===== src/rtl/sigmoid_sched_pkg.sv =====
// rtl/sigmoid_sched_pkg.sv - shared widths and grant helpers for the sigmoid round-robin scheduler
package sigmoid_sched_pkg;

    localparam int X_W     = 8;
    localparam int Y_W     = 16;
    localparam int CNT_W   = 16;
    localparam int MAX_REQ = 8;

    function automatic logic [MAX_REQ-1:0] onehot(input logic [2:0] id);
        logic [MAX_REQ-1:0] v;
        v     = '0;
        v[id] = 1'b1;
        return v;
    endfunction

    // Returns {found, id}: first valid requester at or after ptr, wrapping at nreq.
    function automatic logic [3:0] rr_pick(input logic [MAX_REQ-1:0] valid,
                                           input logic [2:0]         ptr,
                                           input logic [3:0]         nreq);
        logic [3:0] pick;
        logic [3:0] idx;
        pick = '0;
        for (int k = MAX_REQ - 1; k >= 0; k--) begin
            idx = {1'b0, ptr} + 4'(k);
            if (idx >= nreq) begin
                idx = idx - nreq;
            end
            if ((4'(k) < nreq) && valid[idx[2:0]]) begin
                pick = {1'b1, idx[2:0]};
            end
        end
        return pick;
    endfunction

endpackage


===== src/rtl/sigmoid_tag_pipe.sv =====
// rtl/sigmoid_tag_pipe.sv - valid+id delay line matched to the sigmoid pipeline depth
module sigmoid_tag_pipe #(
    parameter int LATENCY = 3,
    parameter int IDW     = 2
) (
    input  logic           clk,
    input  logic           rst_n,
    input  logic           in_valid,
    input  logic [IDW-1:0] in_id,
    output logic           out_valid,
    output logic [IDW-1:0] out_id
);

    logic [LATENCY-1:0] vld_q;
    logic [LATENCY-1:0] vld_d;
    logic [IDW-1:0]     id_q [LATENCY];
    logic [IDW-1:0]     id_d [LATENCY];

    always_comb begin
        vld_d    = '0;
        vld_d[0] = in_valid;
        id_d[0]  = in_id;
        for (int k = 1; k < LATENCY; k++) begin
            vld_d[k] = vld_q[k-1];
            id_d[k]  = id_q[k-1];
        end
    end

    always_ff @(posedge clk or negedge rst_n) begin
        if (!rst_n) begin
            vld_q <= '0;
            for (int k = 0; k < LATENCY; k++) begin
                id_q[k] <= '0;
            end
        end else begin
            vld_q <= vld_d;
            for (int k = 0; k < LATENCY; k++) begin
                id_q[k] <= id_d[k];
            end
        end
    end

    assign out_valid = vld_q[LATENCY-1];
    assign out_id    = id_q[LATENCY-1];

endmodule


===== src/rtl/sigmoid_rr_sched.sv =====
// rtl/sigmoid_rr_sched.sv - round-robin scheduler sharing one pipelined sigmoid among NREQ requesters
module sigmoid_rr_sched
    import sigmoid_sched_pkg::*;
#(
    parameter int NREQ    = 4,
    parameter int LATENCY = 3,
    parameter int IDW     = 2
) (
    input  logic                clk,
    input  logic                rst_n,
    input  logic                i_hold,
    input  logic [NREQ-1:0]     req_valid,
    input  logic [NREQ*X_W-1:0] req_x,
    output logic [NREQ-1:0]     req_ready,
    output logic [X_W-1:0]      sig_x,
    output logic                sig_in_valid,
    input  logic                sig_out_valid,
    input  logic [Y_W-1:0]      sig_y,
    output logic [NREQ-1:0]     rsp_valid,
    output logic [Y_W-1:0]      rsp_y,
    output logic [CNT_W-1:0]    issued_cnt,
    output logic                o_err
);

    logic [IDW-1:0]   ptr_q, ptr_d;
    logic [IDW-1:0]   id_q, id_d;
    logic [X_W-1:0]   sig_x_q, sig_x_d;
    logic             sig_in_valid_q, sig_in_valid_d;
    logic [NREQ-1:0]  rsp_valid_q, rsp_valid_d;
    logic [Y_W-1:0]   rsp_y_q, rsp_y_d;
    logic [CNT_W-1:0] cnt_q, cnt_d;
    logic             err_q, err_d;

    logic [3:0]       pick;
    logic [IDW-1:0]   grant_id;
    logic             hs;
    logic             tag_valid;
    logic [IDW-1:0]   tag_id;
    logic             ret;

    always_comb begin
        pick      = rr_pick(MAX_REQ'(req_valid), 3'(ptr_q), 4'(NREQ));
        hs        = pick[3] & ~i_hold;
        grant_id  = pick[IDW-1:0];
        req_ready = hs ? NREQ'(onehot(pick[2:0])) : '0;

        sig_in_valid_d = hs;
        sig_x_d        = hs ? req_x[grant_id*X_W +: X_W] : sig_x_q;
        id_d           = hs ? grant_id : id_q;
        ptr_d          = ptr_q;
        if (hs) begin
            ptr_d = (grant_id == IDW'(NREQ - 1)) ? '0 : grant_id + 1'b1;
        end
        cnt_d = cnt_q + CNT_W'(hs);

        // A tag without a result, or a result without a tag, means the pipe depths disagree.
        ret         = tag_valid & sig_out_valid;
        rsp_valid_d = ret ? NREQ'(onehot(3'(tag_id))) : '0;
        rsp_y_d     = ret ? sig_y : rsp_y_q;
        err_d       = err_q | (tag_valid ^ sig_out_valid);
    end

    always_ff @(posedge clk or negedge rst_n) begin
        if (!rst_n) begin
            ptr_q          <= '0;
            id_q           <= '0;
            sig_x_q        <= '0;
            sig_in_valid_q <= 1'b0;
            rsp_valid_q    <= '0;
            rsp_y_q        <= '0;
            cnt_q          <= '0;
            err_q          <= 1'b0;
        end else begin
            ptr_q          <= ptr_d;
            id_q           <= id_d;
            sig_x_q        <= sig_x_d;
            sig_in_valid_q <= sig_in_valid_d;
            rsp_valid_q    <= rsp_valid_d;
            rsp_y_q        <= rsp_y_d;
            cnt_q          <= cnt_d;
            err_q          <= err_d;
        end
    end

    sigmoid_tag_pipe #(
        .LATENCY (LATENCY),
        .IDW     (IDW)
    ) u_tag_pipe (
        .clk       (clk),
        .rst_n     (rst_n),
        .in_valid  (sig_in_valid_q),
        .in_id     (id_q),
        .out_valid (tag_valid),
        .out_id    (tag_id)
    );

    assign sig_x        = sig_x_q;
    assign sig_in_valid = sig_in_valid_q;
    assign rsp_valid    = rsp_valid_q;
    assign rsp_y        = rsp_y_q;
    assign issued_cnt   = cnt_q;
    assign o_err        = err_q;

endmodule


===== config.mk =====
export PLATFORM = sky130hd
export DESIGN_NAME = sigmoid_rr_sched
export DESIGN_NICKNAME = d
export VERILOG_FILES = /design/src/rtl/sigmoid_sched_pkg.sv /design/src/rtl/sigmoid_tag_pipe.sv /design/src/rtl/sigmoid_rr_sched.sv
export SDC_FILE = /design/constraint.sdc
export NUM_CORES = 1
export LEC_CHECK = 0
export CAP_MARGIN = 0
export CORE_MARGIN = 1.5
export CORE_UTILIZATION = 45
export CTS_CLUSTER_SIZE = 12
export DETAILED_ROUTE_END_ITERATION = 12
export GPL_ROUTABILITY_DRIVEN = 0
export PLACE_DENSITY = 0.8
export SLEW_MARGIN = 20
export SYNTH_ARGS = -nofsm -noshare
export SYNTH_HDL_FRONTEND = slang
export SYNTH_HIERARCHICAL = 1
export SYNTH_SLANG_ARGS = --single-unit
export TNS_END_PERCENT = 50

===== constraint.sdc =====
create_clock -name clk -period 4.21 [get_ports clk]
set_clock_uncertainty 0.2 [all_clocks]
set_input_delay 0.842 -clock clk [delete_from_list [all_inputs] [get_ports clk]]
set_output_delay 0.842 -clock clk [all_outputs]
set_load 0.005 [all_outputs]

* After elaboration in Yosys (flattened, before gate mapping)
Index checks and enable logic that the tools add are counted.
** Storage, ports and cells
- Bits in registers :: 59
- Output and inout port bits :: 50
- Logic and storage cells :: 65
** Operators by class
- Add/subtract/negate cells :: 9
- Order comparisons :: 12
- Eq/ne operators :: 1
- Shift-type cells :: 1
- Mux-type cells :: 23
- Bitwise logic cells :: 5
- Reductions and logical operators :: 2
** Operator list (number)
- variable part select 32 x 6 -> 8 bit :: 1
- 2-to-1 mux 4 bit :: 6
- < comparator 3 x 4 -> 1 bit, second input constant :: 5
- adder 16 x 1 -> 16 bit :: 1
- binary-select mux 1 bit (select 3 bit) :: 4
- 2-to-1 mux 3 bit :: 4
- >= comparator 3 bit, second input constant :: 3
- subtractor 3 bit, second input constant :: 3
- adder 2 x 2 -> 3 bit, second input constant :: 2
- 2-to-1 mux 1 bit :: 6
- < comparator 2 x 4 -> 1 bit, second input constant :: 1
- adder 2 x 1 -> 3 bit, second input constant :: 1
- demux 1 bit (select 3 bit) :: 1
- >= comparator 2 x 3 -> 1 bit, second input constant :: 1
- >= comparator 3 x 1 -> 1 bit, second input constant :: 1
- subtractor 2 x 3 -> 3 bit, second input constant :: 1
- adder 2 x 1 -> 2 bit, second input constant :: 1
- bitwise AND 1 bit :: 2
- demux 1 bit (select 2 bit) :: 1
- == test 2 bit, second input constant :: 1
- >= comparator 2 x 1 -> 1 bit, second input constant :: 1
- logical AND 1 bit :: 2
- 2-to-1 mux 2 bit :: 1
- NOT 1 bit :: 1
- 2 further kinds :: 2

* Longest topological paths before layout
- Depth in word-level cells :: 14
- Gate-level depth with buffers :: 15

* Hierarchy
The synthesis kept the hierarchy.
** By module, submodules not included
- sigmoid_rr_sched :: times used 1, cells each 238, area an instance 2738.9 um^2, sequential area each 1251.2 um^2
- sigmoid_tag_pipe :: times used 1, cells each 9, area an instance 225.2 um^2, sequential area each 225.2 um^2

* Worst setup path after synthesis
No wires, ideal clock.
- Path type :: input port to output port
- From :: input req_valid[0]
- To :: output req_ready[0]
- Data arrival time :: 2475 ps
- Required time :: 3168 ps
- Setup slack :: 693 ps
- Stages on the path :: 7
- Cells stage by stage :: mux4_2 -> o21a_1 -> buf_6 -> a21o_4 -> buf_6 -> or3b_1 -> nor2_1
** On the way
- Longest elaborated chain between the ends :: 11
- Elaborated cells on any way between the ends :: 19
** Ends and longest elaborated chain
- start: declaration :: line sigmoid_rr_sched.sv:12 : input logic [NREQ-1:0] req_valid,
- binary-select mux 1 bit (select 3 bit) :: line sigmoid_sched_pkg.sv:28 : if ((4'(k) < nreq) && valid[idx[2:0]]) begin
- 2-to-1 mux 1 bit (implied by the code) :: line sigmoid_sched_pkg.sv:28
- 2-to-1 mux 4 bit (3 in a row) :: line sigmoid_sched_pkg.sv:28
- 2-to-1 mux 4 bit * :: line sigmoid_sched_pkg.sv:28
- named net pick[0] :: line sigmoid_rr_sched.sv:34 : logic [3:0] pick;
- < comparator 3 x 4 -> 1 bit (implied by the code) / >= comparator 3 x 1 -> 1 bit (equally long branches) :: line sigmoid_sched_pkg.sv:12 : v[id] = 1'b1;
- logical AND 1 bit (implied by the code) :: line sigmoid_sched_pkg.sv:12
- 2-to-1 mux 1 bit (implied by the code) :: line sigmoid_sched_pkg.sv:12
- demux 1 bit (select 3 bit) * :: line sigmoid_sched_pkg.sv:12
- 2-to-1 mux 4 bit * :: line sigmoid_rr_sched.sv:45 : req_ready = hs ? NREQ'(onehot(pick[2:0])) : '0;
- end: declaration :: line sigmoid_rr_sched.sv:14 : output logic [NREQ-1:0] req_ready,
Mark *: on every way through the listed nets, which the timed path passes. The rest lies on a longest branch. The select of a mux whose other input is x is not followed.

* Final worst setup path
- From :: input req_valid[3]
- To :: output req_ready[0]
** On the way
- Longest elaborated chain between the ends :: 11
- Elaborated cells on any way between the ends :: 19
** Ends and longest elaborated chain (line)
- binary-select mux 1 bit (select 3 bit) :: sigmoid_sched_pkg.sv:28
- 2-to-1 mux 1 bit (implied by the code) :: sigmoid_sched_pkg.sv:28
- 2-to-1 mux 4 bit (3 in a row) :: sigmoid_sched_pkg.sv:28
- 2-to-1 mux 4 bit * :: sigmoid_sched_pkg.sv:28
- < comparator 3 x 4 -> 1 bit (implied by the code) / >= comparator 3 x 1 -> 1 bit (equally long branches) :: sigmoid_sched_pkg.sv:12
- logical AND 1 bit (implied by the code) :: sigmoid_sched_pkg.sv:12
- 2-to-1 mux 1 bit (implied by the code) :: sigmoid_sched_pkg.sv:12
- demux 1 bit (select 3 bit) :: sigmoid_sched_pkg.sv:12
- 2-to-1 mux 4 bit * :: sigmoid_rr_sched.sv:45
Every way passes the cells marked *; elsewhere a longest branch is shown, timed or not. The select of a mux whose other input is x is not followed.

==> metrics.cfg <==
[synthesis]
yosysMostFrequentCell = dfrtp_1
synth-compound-area-share_pct = 12.5
synth_xor_area_share_pct = 4.14
syn_nets = 310
synth_cells = 247
synthSimpleGateAreaFrac_pct = 8.99
synth_cell_types = 40
ys_ff_latch = 59
synth_top_area_share_pct = 49.8
synth_area_um2 = 2960
synth_fa_ha_area_share_pct = 2.95
ys.flop_type = dfrtp_1
yosysSeqAreaShare_pct = 49.8
synth_area_per_cell_um2 = 12.0
synth_commonest_cells = dfrtp_1, mux2i_1, mux2_2, nor2_1, inv_1
yosys.area.top_type = dfrtp_1
ys_warn_count = 6
synth_mux_area_share_pct = 16.9
synth_top_family_by_area = multiplexers
async_flop_share_pct = 100
synth_area_leaders = dfrtp_1, mux2_2, mux2i_1
synth_edf_count = 0

[die]
ios = 106
rows = 29
die_h_um = 84.2
die_w_um = 84.2
start_util_pct = 46.7
core_um2 = 6350
die_area_um2 = 7080

[power_and_ir_drop]
p_leak_nw = 1.91
pwr-share-clk_pct = 17.8
powerDensity_nw_per_um2 = 634
p_seq_share_pct = 31.9
ir_drop_uv = 323
power_mw = 2.75
power_frac_comb_pct = 50.3
intPower_mw = 1.83
switching_share_pct = 33.6
power.switching_mw = 0.924

[global_route]
grt_pass1_wl_mm = 11.3
grt.overflow.total = 0
grt_max_degree = 32
track_usage_pct = 19.6
grt_pass1_vias = 2547
antenna_found_initial = 0

[critical_path]
max_stage_delay_ps = 510
crit_fanout = 6
setup.worst_path.class = in -> out
cp.required_ps = 3170
cp-end-kind = output pin
cp_slowest_cell = mux4_2
critPathLaunchType = primary input
critPathArrivalTime_ps = 3040
crit_chain = dlygate4sd2_1, mux4_2, o21bai_2, a21o_4, or3b_4, nor2_1, clkdlybuf4s50_1

[detailed_routing]
ant_nets = 0
viasPerCell = 5.13
drtIter0Drc = 77
drcViolationCount = 0
num_vias = 2296
dr.pass1.iters = 4
wl_per_cell_um = 14.3
drt_wl_total_mm = 6.42

[clock_tree]
clk_latency_ps = 320
numCtsBuffers = 9
clockBufferDepth = 2
clockRootBuffer = clkbuf_8
cts_tree = built
path_clk_slew_ps = 60
clock_sinks = 59
htree_levels = 3

[finish]
final_nets = 429
diodes = 0
multi_input_area_um2 = 1360
synthToLayoutAreaGrowth_pct = 46.6
nFillCells = 518
final_cell_area_um2 = 4340
seq_area_um2 = 1480
drive_above_1_share_pct = 19.1

[sta]
period_share_pct = 97.0
slew_headroom_pct = 46.7
finalSetupViolCount = 0
tns_ps = 0
period_needed_ps = 4090
finalHoldViolCount = 0
rsz0062_at_grt = false
tightest_slew_ps = 799
max_freq_mhz = 245
maxSlewViolCount = 0
whs_ps = 146

[min_path]
hold_path_class = reg -> reg

[placement]
dpl-instance-area_um2 = 4140
port_buffers = 105
hpwl_mm = 4.84

[job]
cap_violations = 0

[status]
status = completed

[power by group through the flow]
stage                     registers (mW)  clock network (mW)  logic [mW]
after floorplan                    0.874                   0       0.827
after global placement             0.879                   0        1.34
after detailed placement           0.884                   0        1.38
after CTS                          0.879               0.505        1.39
after global routing               0.908               0.535        1.51
final                              0.879               0.489        1.39
[through the flow]
stage / setup WS (ps) / utilization, % / instances
3_5_place_dp: -124 / 65.3 / 432
2_1_floorplan: 693 / - / 247
6_report: 125 / 68.4 / 448
5_1_grt: 6.86 / 68.4 / 448
3_3_place_gp: -74.5 / 65.3 / 432
4_1_cts: 117 / 68.4 / 448
[what timing repair did]
action	in CTS	in global routing
gates resized for setup	6	2
pin swaps	0	0
endpoints found under the setup margin	4	3
buffers inserted	0	0
hold buffers	0	0
[placed cells by master (no fill, tap or decap), types with 3 or more instances in the layout]
master / instances
buf_4: 16
nand2_1: 10
mux2_2: 21
o21ai_0: 3
nand3_1: 5
mux2i_1: 22
clkinv_2: 3
nor2_1: 18
a211oi_1: 10
dfrtp_1: 58
ha_1: 6
dlygate4sd2_1: 4
or2_2: 3
and3_1: 3
inv_1: 15
clkbuf_8: 10
clkdlybuf4s50_1: 100
a2111o_1: 8
nand4_1: 5
o221a_2: 6
xnor2_1: 12
[logic make-up (layout without fill, tap and decap cells)]
group                    after synthesis  in the layout
buffers and inverters                 28            152
XOR/XNOR                              14             14
multiplexers                          45             45
flip-flops                            59             59
AND/OR/NAND/NOR                       53             53
adder cells (fa/ha/maj)                7              7
AO/OA/AOI/OAI                         41             41
[worst max-delay path, delay by kind of cell]
family | cells | cell delay, ps
AOI/OAI and AO/OA | 2 | 450
and+or+nand+nor | 2 | 460
buffers and inverters | 2 | 780
muxes | 1 | 510
[worst paths after layout]
check / start / to / slack, ps / cells past startpoint
min in group asynchronous: rst_n / issued_cnt[3] / 320 / 1
hold / removal: u_tag_pipe/id_d[2] / u_tag_pipe/id_d[0] / 150 / 0
setup / recovery: req_valid[3] / req_ready[0] / 120 / 7
max in group asynchronous: rst_n / ptr_q[1] / 2630 / 2
setup reg to reg: ptr_q[0] / issued_cnt[12] / 790 / 14
hold reg to reg: u_tag_pipe/id_d[2] / u_tag_pipe/id_d[0] / 150 / 0
[cell type report]
cell class	instances	area share (%)
clock buffers	11	3.25
clock inverters	5	1.21
inverters	15	1.30
multi-input cells	160	31.3
flip-flops and latches	59	34.0
well taps	77	2.22
repair buffers	121	26.7
[sequential cells by signal, indices dropped and copies added (netlist names)]
signal	flops
u_tag_pipe/vld_q	3
ptr_q	2
id_q	2
sig_in_valid	1
u_tag_pipe/id_d	4
o_err	1
issued_cnt	16
u_tag_pipe/out_id	2
sig_x	8
rsp_valid	4
rsp_y	16
[per-layer routing]
layer	track usage (%)	routed length (um)	vias to the layer above	part of all wire, %
li1	-	-	1138	-
met5	0	0	-	0
met4	6.41	42	0	0.65
met1	25.0	2850	1079	44
met3	5.31	389	5	6.1
met2	32.6	3130	74	49
No activity file was read; power rests on OpenSTA's default activity.
